**config.mk**
```make
export PLATFORM = sky130hd
export DESIGN_NAME = encrypt_engine
export DESIGN_NICKNAME = d
export VERILOG_FILES = /design/src/rtl/encrypt_engine.sv
export SDC_FILE = /design/constraint.sdc
export NUM_CORES = 1
export LEC_CHECK = 0
export CAP_MARGIN = 20
export CORE_ASPECT_RATIO = 0.7
export CORE_MARGIN = 2
export CORE_UTILIZATION = 45
export DETAILED_ROUTE_END_ITERATION = 7
export GPL_TIMING_DRIVEN = 1
export PLACE_DENSITY = 0.75
export SKIP_CTS_REPAIR_TIMING = 1
export SLEW_MARGIN = 20
export SYNTH_ARGS = -nofsm -noshare
export SYNTH_HDL_FRONTEND = slang
export SYNTH_SLANG_ARGS = --single-unit
```
**constraint.sdc**
```tcl
create_clock -name clk -period 4.27 [get_ports clk]
set_input_delay 1.0675 -clock clk [delete_from_list [all_inputs] [get_ports clk]]
set_output_delay 1.0675 -clock clk [all_outputs]
set_load 0.01 [all_outputs]
```
**src/rtl/encrypt_engine.sv**
```systemverilog
// encrypt_engine: iterative rotate/XOR block cipher, one round per clock.
// A request is captured in IDLE, runs ROUNDS rounds in RUN, then parks in
// DONE with the result until the consumer takes it.
module encrypt_engine #(
    parameter int DATA_W   = 64,
    parameter int ROUNDS   = 4,
    parameter int DATA_ROT = 3,
    parameter int KEY_ROT  = 1
) (
    input  logic              clk,
    input  logic              rst,
    input  logic              in_valid,
    output logic              in_ready,
    input  logic              mode,
    input  logic [DATA_W-1:0] data_in,
    input  logic [DATA_W-1:0] key_in,
    output logic              out_valid,
    input  logic              out_ready,
    output logic [DATA_W-1:0] data_out,
    output logic [DATA_W-1:0] key_out,
    output logic              status
);

    localparam int CNT_W = $clog2(ROUNDS + 1);
    // Rotation that turns key_in into the final round key, where decryption starts.
    localparam int DEC_KEY_ROT = ((ROUNDS - 1) * KEY_ROT) % DATA_W;

    if (DATA_W < 8 || DATA_W > 128) begin : g_bad_data_w
        $error("encrypt_engine: DATA_W must be in 8..128");
    end
    if (ROUNDS < 1 || ROUNDS > 16) begin : g_bad_rounds
        $error("encrypt_engine: ROUNDS must be in 1..16");
    end
    if (DATA_ROT < 1 || DATA_ROT > DATA_W - 1) begin : g_bad_data_rot
        $error("encrypt_engine: DATA_ROT must be in 1..DATA_W-1");
    end
    if (KEY_ROT < 1 || KEY_ROT > DATA_W - 1) begin : g_bad_key_rot
        $error("encrypt_engine: KEY_ROT must be in 1..DATA_W-1");
    end

    typedef enum logic [1:0] {
        IDLE = 2'd0,
        RUN  = 2'd1,
        DONE = 2'd2
    } state_t;

    state_t            state;
    state_t            next_state;
    logic [CNT_W-1:0]  cnt;
    logic              mode_q;
    logic [DATA_W-1:0] data_q;
    logic [DATA_W-1:0] key_q;
    logic              accept;
    logic              last_round;

    // Rotation by 0 is legal: the right shift by DATA_W yields zero.
    function automatic logic [DATA_W-1:0] rotl(input logic [DATA_W-1:0] x, input int n);
        rotl = (x << n) | (x >> (DATA_W - n));
    endfunction

    function automatic logic [DATA_W-1:0] rotr(input logic [DATA_W-1:0] x, input int n);
        rotr = (x >> n) | (x << (DATA_W - n));
    endfunction

    assign accept     = (state == IDLE) && in_valid;
    assign last_round = (cnt == CNT_W'(ROUNDS - 1));

    // State register; reset wins over every other input.
    always_ff @(posedge clk) begin
        if (rst) begin
            state <= IDLE;
        end else begin
            state <= next_state;
        end
    end

    // Next-state logic and status outputs; results are masked outside DONE.
    always_comb begin
        next_state = state;
        in_ready   = 1'b0;
        out_valid  = 1'b0;
        status     = 1'b0;
        data_out   = '0;
        key_out    = '0;
        unique case (state)
            IDLE: begin
                in_ready = 1'b1;
                if (in_valid) begin
                    next_state = RUN;
                end
            end
            RUN: begin
                status = 1'b1;
                if (last_round) begin
                    next_state = DONE;
                end
            end
            DONE: begin
                status    = 1'b1;
                out_valid = 1'b1;
                data_out  = data_q;
                key_out   = key_q;
                if (out_ready) begin
                    next_state = IDLE;
                end
            end
            default: next_state = IDLE;
        endcase
    end

    // Round counter: cleared on accept, one step per RUN cycle, ends at ROUNDS.
    always_ff @(posedge clk) begin
        if (rst) begin
            cnt <= '0;
        end else if (accept) begin
            cnt <= '0;
        end else if (state == RUN) begin
            cnt <= cnt + CNT_W'(1);
        end
    end

    // Datapath: capture the request, then apply one round per RUN cycle.
    // The key is not advanced after the final round so key_out shows the
    // last round key actually used.
    always_ff @(posedge clk) begin
        if (accept && !rst) begin
            mode_q <= mode;
            data_q <= data_in;
            key_q  <= mode ? rotl(key_in, DEC_KEY_ROT) : key_in;
        end else if (state == RUN) begin
            if (!mode_q) begin
                data_q <= rotl(data_q ^ key_q, DATA_ROT);
                if (!last_round) begin
                    key_q <= rotl(key_q, KEY_ROT);
                end
            end else begin
                data_q <= rotr(data_q, DATA_ROT) ^ key_q;
                if (!last_round) begin
                    key_q <= rotr(key_q, KEY_ROT);
                end
            end
        end
    end

endmodule

```
==> flow_metrics.env <==
export IMPL_fin_tns_setup_ns=0
export IMPL_r2r_worst_path_cells=5
export IMPL_critPathArrivalTime_ns=2.43
export IMPL_netlist_area_sq_um=9780
export IMPL_fmax_ghz=0.286
export IMPL_fill_cells=1811
export IMPL_powerDensity_nw_per_um2=703
export IMPL_cts_max_path_buffers=2
export IMPL_m1WireLength_um=12900
export IMPL_worstSetupPathType="register to primary output"
export IMPL_antenna_left=0
export IMPL_r2r_end="data_q[38]$_DFFE_PP_"
export IMPL_setup_violations=0
export IMPL_cp_cell_sequence="inv_1 -> ha_4 -> buf_12 -> and2_1 -> clkdlybuf4s50_1"
export IMPL_cts_root_buffer="clkbuf_16"
export IMPL_initial_core_util=0.455
export IMPL_status="complete, no violations"
export IMPL_rows=45
export IMPL_grt_pass1_wl_um=41200
export IMPL_drt_iter0_markers=567
export IMPL_vias=7348
export IMPL_grt_max_degree=192
export IMPL_htree_levels=4
export IMPL_ys_ff_latch=134
export IMPL_ys_warn_count=0
export IMPL_clock_latency_ns=0.42
export IMPL_maxSlewHeadroom=0.284
export IMPL_grt_pass1_vias=7206
export IMPL_min_period_ns=3.50
export IMPL_cts_buffers=17
export IMPL_rsz0062_at_grt="no"
export IMPL_clock_power_share=0.160
export IMPL_cts_tree="yes"
export IMPL_dp_cells=1362
export IMPL_crit_required_ns=3.20
export IMPL_die_area_sq_um=22900
export IMPL_hold_path_class="register to register"
export IMPL_critPathLaunchType="register"
export IMPL_ioPinCount=264
export IMPL_cp_depth=5
export IMPL_p_sw_frac=0.367
export IMPL_synth_cell_types=24
export IMPL_wl_met2_um=11600
export IMPL_critPathMaxStageDelay_ns=0.54
export IMPL_dieWidth_um=180
export IMPL_post_route_period_util=0.819
export IMPL_routed_wl_um=26600
export IMPL_clk_pin_slew_ns=0.06
export IMPL_n_antenna_cell=0
export IMPL_wl_per_cell_um=19.1
export IMPL_final_cells=1393
export IMPL_combPwrFrac=0.447
export IMPL_gp_congestion=0.801
export IMPL_avgSynthCellArea_sq_um=11.2
export IMPL_hold_path_depth=2
export IMPL_slew_violations=0
export IMPL_syn_inst=872
export IMPL_peakVddDrop_v=0.000519
export IMPL_wl_met3_um=1930
export IMPL_cp_slowest_cell="clkdlybuf4s50_1"
export IMPL_hpwlAfterDp_um=18600
export IMPL_synth_nets=1012
export IMPL_reg2reg_slack_ns=1.72
export IMPL_crit_family="buffers and inverters"
export IMPL_crit_path_end_kind="primary output"
export IMPL_p_switching_mw=3.39
export IMPL_hold_start="cnt[2]$_SDFFE_PP0N_"
export IMPL_power_leakage_nw=4.75
export IMPL_grtUsageTotal=0.228
export IMPL_clock_sinks=134
export IMPL_synth_yosys_seq_area_share=0.406
export IMPL_crit_buf_inv=3
export IMPL_drtPass1Iterations=5
export IMPL_pwr_share_seq=0.393
export IMPL_viasPerCell=5.27
export IMPL_portBuffers=263
export IMPL_remaining_drc_errors=0
export IMPL_drive_gt1_frac=0.0972
export IMPL_worst_pin_slew_ns=1.07
export IMPL_dieHeight_um=127
export IMPL_hold_violations=0
export IMPL_p_int_mw=5.83
export IMPL_grt_overflow_total=0
export IMPL_skew_ns=0.0191
export IMPL_crit_fanout=68
export IMPL_reg2reg_from="state[1]$_SDFFE_PP0P_"
export IMPL_fin_nets=1239
export IMPL_grt_antenna_before_repair=0
export IMPL_core_area_sq_um=21500
export IMPL_routed_top_layer="met4"
export IMPL_drv_cap=0
export IMPL_syn_to_final_growth_pct=34.0
export IMPL_min_to="cnt[2]$_SDFFE_PP0N_"
## stage by stage
step	area, sq um	utilization	power (mW)	hold WS, ns	setup WS, ns
final	13100	0.609	9.22	0.491	0.772
after global routing	13100	0.609	9.81	0.522	0.540
after CTS	13100	0.609	9.27	0.493	0.737
after floorplan	9780	-	6.34	0.459	0.800
after global placement	12500	0.582	7.63	0.478	1.06
after detailed placement	12500	0.582	7.76	0.488	1.02
## synth_stat cells, drive strengths merged
master / n / area share
dfxtp: 5 / 0.010
inv: 4 / 0.0015
nand3b: 1 / 0.0020
buf: 42 / 0.029
nand4: 2 / 0.0013
xnor2: 129 / 0.12
clkbuf: 22 / 0.0088
ha: 7 / 0.0090
edfxtp: 129 / 0.40
a21oi: 66 / 0.034
and2: 128 / 0.082
a211oi: 65 / 0.050
nand2: 2 / 0.00077
nor2b: 42 / 0.027
nor2: 3 / 0.0012
nand2b: 5 / 0.0032
o31ai: 2 / 0.0015
mux2: 64 / 0.076
mux2i: 129 / 0.13
and2b: 25 / 0.019
## sequential cells by signal (all words and copies together), names as in the netlist
name,cells
data_q,64
mode_q,1
key_q,64
cnt,3
state,2
## how the worst max path moves through the flow
| stage | from | to | slack, ns |
|---|---|---|---|
| CTS | state[0]$_SDFFE_PP0P_ | data_out[52] | 0.74 |
| floorplan | rst | key_q[0]$_DFFE_PP_ | 0.80 |
| detailed placement | rst | data_q[31]$_DFFE_PP_ | 1.02 |
| global route | state[0]$_SDFFE_PP0P_ | data_out[59] | 0.54 |
| global placement | rst | data_q[37]$_DFFE_PP_ | 1.06 |
| finish | state[0]$_SDFFE_PP0P_ | key_out[59] | 0.77 |
## placed cells by master (no fill, tap or decap), types with 2 or more instances in the layout
cell             instances
clkinv_4                 2
clkbuf_16               17
edfxtp_1               129
mux2_2                  57
nand2b_1                 4
clkinvlp_4               4
dfxtp_1                  5
a211oi_1                65
xnor2_1                129
nor2_1                   3
o31ai_1                  2
mux2i_1                129
inv_6                    4
a21oi_1                 66
inv_1                    4
nand4_1                  2
and2_1                 128
buf_4                    7
mux2_4                   7
clkdlybuf4s50_1        262
and2b_1                 25
bufinv_16                2
nor2b_1                 42
buf_12                   3
ha_1                     6
## cell families (layout without fill, tap and decap cells)
kind of cell               Yosys count  in the layout  synth area share
muxes                              193            193             0.208
xor gates and xnor gates           129            129             0.116
buffers and inverters               68            307            0.0392
AOI/OAI and AO/OA                  133            133            0.0852
DFF                                134            134             0.406
adders and majority gates            7              7           0.00896
and+or+nand+nor                    208            208             0.136
## power groups by stage
stage,Clock [mW],Sequential [mW],Combinational (mW)
floorplan,0,3.27,3.06
global route,1.55,3.73,4.52
detailed placement,0,3.63,4.12
CTS,1.50,3.61,4.15
global placement,0,3.63,4.00
finish,1.48,3.62,4.12
## routing by layer
layer  global-route usage  up-vias
met5                    0        -
met4               0.0318        0
met3               0.0621       12
met2                0.340      262
met1                0.338     3497
li1                     -     3577
## layout make-up
cell class | instances | area [sq um] | area share
inverter | 4 | 15.0 | 0.00115
timing repair buffer | 272 | 2740 | 0.209
clock inverter | 14 | 151 | 0.0116
clock buffer | 17 | 425 | 0.0325
sequential | 134 | 3970 | 0.303
multi-input combinational | 670 | 5450 | 0.416
tap | 282 | 353 | 0.0269
## tightest hold or removal path, cell delays in order (launching register included)
cell	delay, ns
dfxtp_1	0.31
nor2_1	0.09
a211oi_1	0.05
(Power assumes the default switching activity.)
